File: src/rtl/div_7x3_seq.sv
// Sequential restoring divider: one quotient bit per clock, start/busy/done handshake.
// Divide-by-zero completes in one cycle with an all-ones quotient and div_zero set.
module div_7x3_seq #(
  parameter int DVD_W = 7,
  parameter int DVS_W = 3
) (
  input  logic             clk,
  input  logic             rst,
  input  logic             start,
  input  logic [DVD_W-1:0] dividend,
  input  logic [DVS_W-1:0] divisor,
  output logic             busy,
  output logic             done,
  output logic [DVD_W-1:0] quotient,
  output logic [DVS_W-1:0] remainder,
  output logic             div_zero
);

  localparam int CNT_W = (DVD_W > 1) ? $clog2(DVD_W) : 1;

  typedef enum logic [1:0] {S_IDLE, S_RUN, S_DONE} state_t;

  state_t           state;
  logic [DVD_W-1:0] q_r;
  // Partial remainder; its top bit is always 0 between steps (P < D), so only
  // the low DVS_W bits are stored and the shifted value carries the extra bit.
  logic [DVS_W-1:0] p_r;
  logic [DVS_W-1:0] d_r;
  logic [CNT_W-1:0] cnt;

  logic [DVS_W:0]   p_sh;
  logic [DVS_W-1:0] p_sub;
  logic             p_ge;
  logic [DVD_W-1:0] q_nxt;
  logic [DVS_W-1:0] p_nxt;

  always_comb begin
    p_sh  = {p_r, q_r[DVD_W-1]};
    p_ge  = (p_sh >= {1'b0, d_r});
    // Result is < D when p_ge, so the low bits of the difference are exact.
    p_sub = p_sh[DVS_W-1:0] - d_r;
    q_nxt = {q_r[DVD_W-2:0], p_ge};
    p_nxt = p_ge ? p_sub : p_sh[DVS_W-1:0];
  end

  always_ff @(posedge clk) begin
    if (rst) begin
      state     <= S_IDLE;
      busy      <= 1'b0;
      done      <= 1'b0;
      quotient  <= '0;
      remainder <= '0;
      div_zero  <= 1'b0;
      q_r       <= '0;
      p_r       <= '0;
      d_r       <= '0;
      cnt       <= '0;
    end else begin
      case (state)
        S_IDLE, S_DONE: begin
          done <= 1'b0;
          if (start) begin
            if (divisor == '0) begin
              state     <= S_DONE;
              done      <= 1'b1;
              quotient  <= '1;
              remainder <= '0;
              div_zero  <= 1'b1;
            end else begin
              state    <= S_RUN;
              busy     <= 1'b1;
              q_r      <= dividend;
              p_r      <= '0;
              d_r      <= divisor;
              cnt      <= CNT_W'(DVD_W - 1);
              div_zero <= 1'b0;
            end
          end else begin
            state <= S_IDLE;
          end
        end
        S_RUN: begin
          q_r <= q_nxt;
          p_r <= p_nxt;
          cnt <= cnt - 1'b1;
          if (cnt == '0) begin
            state     <= S_DONE;
            busy      <= 1'b0;
            done      <= 1'b1;
            quotient  <= q_nxt;
            remainder <= p_nxt;
          end
        end
        default: begin
          state <= S_IDLE;
          busy  <= 1'b0;
          done  <= 1'b0;
        end
      endcase
    end
  end

endmodule

File: config.mk
export PLATFORM = sky130hd
export DESIGN_NAME = div_7x3_seq
export DESIGN_NICKNAME = d
export VERILOG_FILES = /design/src/rtl/div_7x3_seq.sv
export SDC_FILE = /design/constraint.sdc
export NUM_CORES = 1
export LEC_CHECK = 0
export BUFFER_PORTS_ARGS = -buffer_cell sky130_fd_sc_hd__buf_2
export CAP_MARGIN = 20
export CORE_UTILIZATION = 58
export CTS_CLUSTER_DIAMETER = 60
export DETAILED_ROUTE_END_ITERATION = 8
export PLACE_DENSITY = 0.83
export SLEW_MARGIN = 0
export SYNTH_ARGS = -nofsm -noshare
export SYNTH_HDL_FRONTEND = slang
export SYNTH_SLANG_ARGS = --single-unit
export TNS_END_PERCENT = 30
File: constraint.sdc
create_clock -name clk -period 2.8 [get_ports clk]
set_input_delay 0.14 -clock clk [delete_from_list [all_inputs] [get_ports clk]]
set_output_delay 0.14 -clock clk [all_outputs]
set_load 0.03 [all_outputs]
* Word level (Yosys, flattened, before mapping)
Index checks and enable logic that the tools add are counted.
Word-level totals: flip-flop bits (word level) 31, bits of input ports 13, output and inout port bits 13
Operators by class: multiplexer cells 30, reduce and logical (&&, ||, !) cells 10, $add $sub $neg 2, bitwise operators 1, magnitude comparators 1, equal/unequal tests 6
Operators by type and width (number):
- 2-to-1 mux 7 bit | 5
- case mux 7 bit (2 select lines) | 2
- 2-to-1 mux 3 bit | 8
- case mux 3 bit (2 select lines) | 3
- AND reduction 3 bit | 3
- != test 2 bit, second input constant | 4
- zero test 3 bit | 2
- 2-to-1 mux 1 bit | 6
- 2-to-1 mux 2 bit | 3
- greater-or-equal comparator 4 x 3 -> 1 bit | 1
- case mux 1 bit (2 select lines) | 2
- case mux 2 bit (2 select lines) | 1
- AND reduction 4 bit | 1
- subtractor 3 x 1 -> 3 bit, second input constant | 1
- subtractor 3 bit | 1
- == test 2 x 1 -> 1 bit, second input constant | 1
- == test 2 bit, second input constant | 1
- zero test 2 bit | 1
- AND reduction 2 bit | 1
- nonzero test 2 bit | 1
- OR reduction 2 bit | 1
- NOT 1 bit | 1

* Logic depth before layout (Yosys ltp)
depth in word-level cells 4, depth in mapped cells 8

* Worst setup path before layout
No wires, ideal clock.
kind register to register, start point register q_r[6], end point register remainder[1], slack 0.967 ns, clock period less this slack 1.833 ns, cell stages (with the launch flop) 8, buffers on the path 0, arrival 1.745 ns, required time 2.712 ns, setup time 0.088 ns, cells stage by stage dfxtp_1 > inv_1 > ha_1 > fa_1 > nand2b_1 > nand3_2 > mux2_4 > o32ai_2
On the way: cells in the longest elaborated chain, start to end 4, elaborated cells between the ends (all ways) 5, classes of those cells 1 x add/sub; 1 x order compare; 3 x mux
RTL lines:
- start: declaration | line 24 | logic [DVD_W-1:0] q_r;
- start signal: assignment | line 72 | q_r <= dividend;
- start signal: assignment | line 83 | q_r <= q_nxt;
- greater-or-equal comparator 4 x 3 -> 1 bit / subtractor 3 bit (equally long branches) | line 39, 41
- 2-to-1 mux 3 bit (*) | line 43 | p_nxt = p_ge ? p_sub : p_sh[DVS_W-1:0];
- 2-to-1 mux 3 bit (*) | line 86 | if (cnt == '0) begin
- case mux 3 bit (2 select lines) (*) | line 59 | case (state)
- end signal: assignment | line 91 | remainder <= p_nxt;
- end: declaration | line 15 | output logic [DVS_W-1:0] remainder,
Mark *: on every way between the ends. The rest lies on a longest branch, timed or not. The select of a mux whose other input is x is not followed. A chain may end at the register's enable or synchronous reset.

* Final worst setup path
Same ends and word-level chain as after synthesis.

==> flow_summary.yaml <==
clocking:
  cts_made_buffers: 5
  htreeDepth: 2
  cts_tree: "done"
  cts_buffer_depth: 2
  cts_setup_buffers: 0
  path_clk_slew_ps: 90
  clk_latency_ps: 330
  clockRootBuffer: "clkbuf_4"
  hold_buffers: 0
  cts_sinks: 30
  cts_resized: 0
drt:
  vias: 1163
  vias_per_cell: 5.93
  detail_route.wl_per_cell_um: 15.3
  ant_nets: 0
  drtIter0Drc: 27
  drc: 0
  dr.pass1.iters: 4
  wirelength_um: 2990
worst_hold_path:
  hold_path_depth: 3
  hold_class: "input port to flip-flop"
run:
  max-cap-violations: 0
final_layout:
  areaGrowthSynthToFinish_pct: 11.7
  fin_cells: 196
  n_antenna_cell: 0
  drive_gt1_frac: 0.268
  nets: 186
synth:
  yosys_warnings: 0
  yosysTopAreaCell: "dfxtp_1"
  syn_area_um2: 1420
  synth_edf_count: 0
  netlist_instances: 143
  ys_seq_elements: 30
  synth_seq_area_share: 0.424
  synth_top_area_share: 0.424
  synth_nets: 162
  synth_cell_type_count: 43
  syn_area_per_cell_um2: 9.90
  netlist_top_cells_area: "dfxtp_1 42%, o221a_1 4.8%, ha_1 4.4%, a21oi_1 4.2%, mux2i_1 3.5%"
  synth-main-ff-cell: "dfxtp_1"
  synthArstFlopShare: 0
run_status:
  status: "finished, final reports clean"
die:
  start_util: 0.628
  io_pins: 26
  die_width_um: 51.4
  die_y_um: 51.4
  core_um2: 2250
  die_area_um2: 2640
  rows: 17
global_route:
  globalRoute.busiestLayer: "met2"
  grt_pass1_vias: 1140
  met3_usage: 0.0804
  grt.overflow.total: 0
  grt_max_degree: 22
  grt_usage: 0.266
  grt_use_met1: 0.290
  antenna_found_initial: 0
  grt_pass1_wl_um: 4960
  met2_usage: 0.439
timing:
  finalClockSkew_ps: 5.83
  finalHoldViolCount: 0
  rsz0062_at_grt: "no"
  min_period_ps: 2000
  relSlewSlack: 0.467
  worst_pin_slew_ps: 800
  tns_ps: 0
  max_freq_mhz: 500
  slew_violations: 0
  setup_viol: 0
  finalCritPeriodShare: 0.714
pwr:
  leakage_nw: 0.664
  p_per_area_nw_per_um2: 626
  vdd_ir_drop_max_uv: 489
place:
  port_buffers: 25
  dp_hpwl_um: 2100
  place.gp.congestion: 0.914
  dp_cells: 188
worst_setup_path:
  cp_slowest_cell: "fa_1"
  r2r_cells: 7
  critPathKind: "flip-flop to flip-flop"
  endpoint_kind: "flip-flop"
  cp_cell_sequence: "inv_1 -> ha_1 -> fa_1 -> nand2b_1 -> nand3_2 -> mux2_4 -> o32ai_2"
  cp_max_fo: 4
  worstPathRequired_ps: 3040
  cp-start-kind: "flip-flop"
  worstPathArrival_ps: 2240
  critPathMaxStageDelay_ps: 410
-- layout by cell type (no fill, tap or decap), types with 2 or more instances in the layout --
master     n
nand2_1    8
ha_1       5
a21oi_1   12
nor3_1     2
a21oi_2    2
inv_1      8
a221oi_1   2
nand3_1    2
nand2b_1   5
dfxtp_1   30
clkbuf_4   5
nor2_1     8
a22oi_1    3
mux2i_1    5
nand3_2    4
a311oi_1   2
o221a_1    6
or3_1      2
o21ai_0    9
buf_2     25
-- per-stage QoR --
step	utilization	power, W	area [um2]	hold WS, ps	setup slack (ps)
5_1_grt	0.701	0.00104	1580	95.8	730
3_5_place_dp	0.674	0.000728	1520	439	811
6_report	0.701	0.000990	1580	92.2	801
2_1_floorplan	-	0.000676	1420	301	967
3_3_place_gp	0.674	0.000714	1520	420	923
4_1_cts	0.701	0.000999	1580	87.4	806
-- layer usage --
| layer | part of all wire | up-vias |
|---|---|---|
| li1 | - | 572 |
| met1 | 0.43 | 546 |
| met2 | 0.49 | 36 |
| met3 | 0.056 | 9 |
| met4 | 0.027 | 0 |
| met5 | 0 | - |
-- report_power, final --
part           switching, W  internal [W]  leakage [nW]
sequential        0.0000248      0.000466         0.246
combinational      0.000143     0.0000859         0.383
clock              0.000149      0.000121        0.0353
-- worst paths after layout --
path	endpoint	slack (ps)	from
hold / removal	d_r[1]	90	divisor[1]
setup / recovery	remainder[1]	800	q_r[6]
setup reg to reg	remainder[1]	800	q_r[6]
hold reg to reg	busy	460	busy
-- final cells by class --
class,instances,area (um2)
clock buffers,7,55.1
well taps,28,35.0
multi-input cells,97,729
inverters,8,30.0
repair buffers,25,125
clock inverters,1,5.00
fillers,196,674
flip-flops and latches,30,601
-- state kept, by name, indices dropped and copies added (netlist names), 3 cells and up --
register	flops
cnt	3
d_r	3
p_r	3
q_r	7
quotient	7
remainder	3
-- worst max-delay path, delay by kind of cell, from the launching register on --
kind                       cells  cell delay (ps)
buffers and inverters          1               70
DFF                            1              320
muxes                          1              310
adders and majority gates      2              630
and+or+nand+nor                2              350
AOI/OAI and AO/OA              1              230
-- cell usage after synthesis, types with 3 or more instances --
cell type,count
o221a_1,6
nand2b_1,5
nand2_1,8
mux2i_1,5
buf_2,4
a22oi_1,3
a21oi_1,12
ha_1,5
nand3_2,4
nor2_1,8
o21ai_0,9
dfxtp_1,30
inv_1,8
-- kinds of logic (layout without fill, tap and decap cells) --
| family | Yosys count | in the layout | synth area share |
|---|---|---|---|
| adders and majority gates | 6 | 6 | 0.0584 |
| AOI/OAI and AO/OA | 45 | 45 | 0.241 |
| and+or+nand+nor | 40 | 40 | 0.171 |
| DFF | 30 | 30 | 0.424 |
| buffers and inverters | 16 | 41 | 0.0601 |
| muxes | 6 | 6 | 0.0460 |
(Power assumes the default switching activity.)
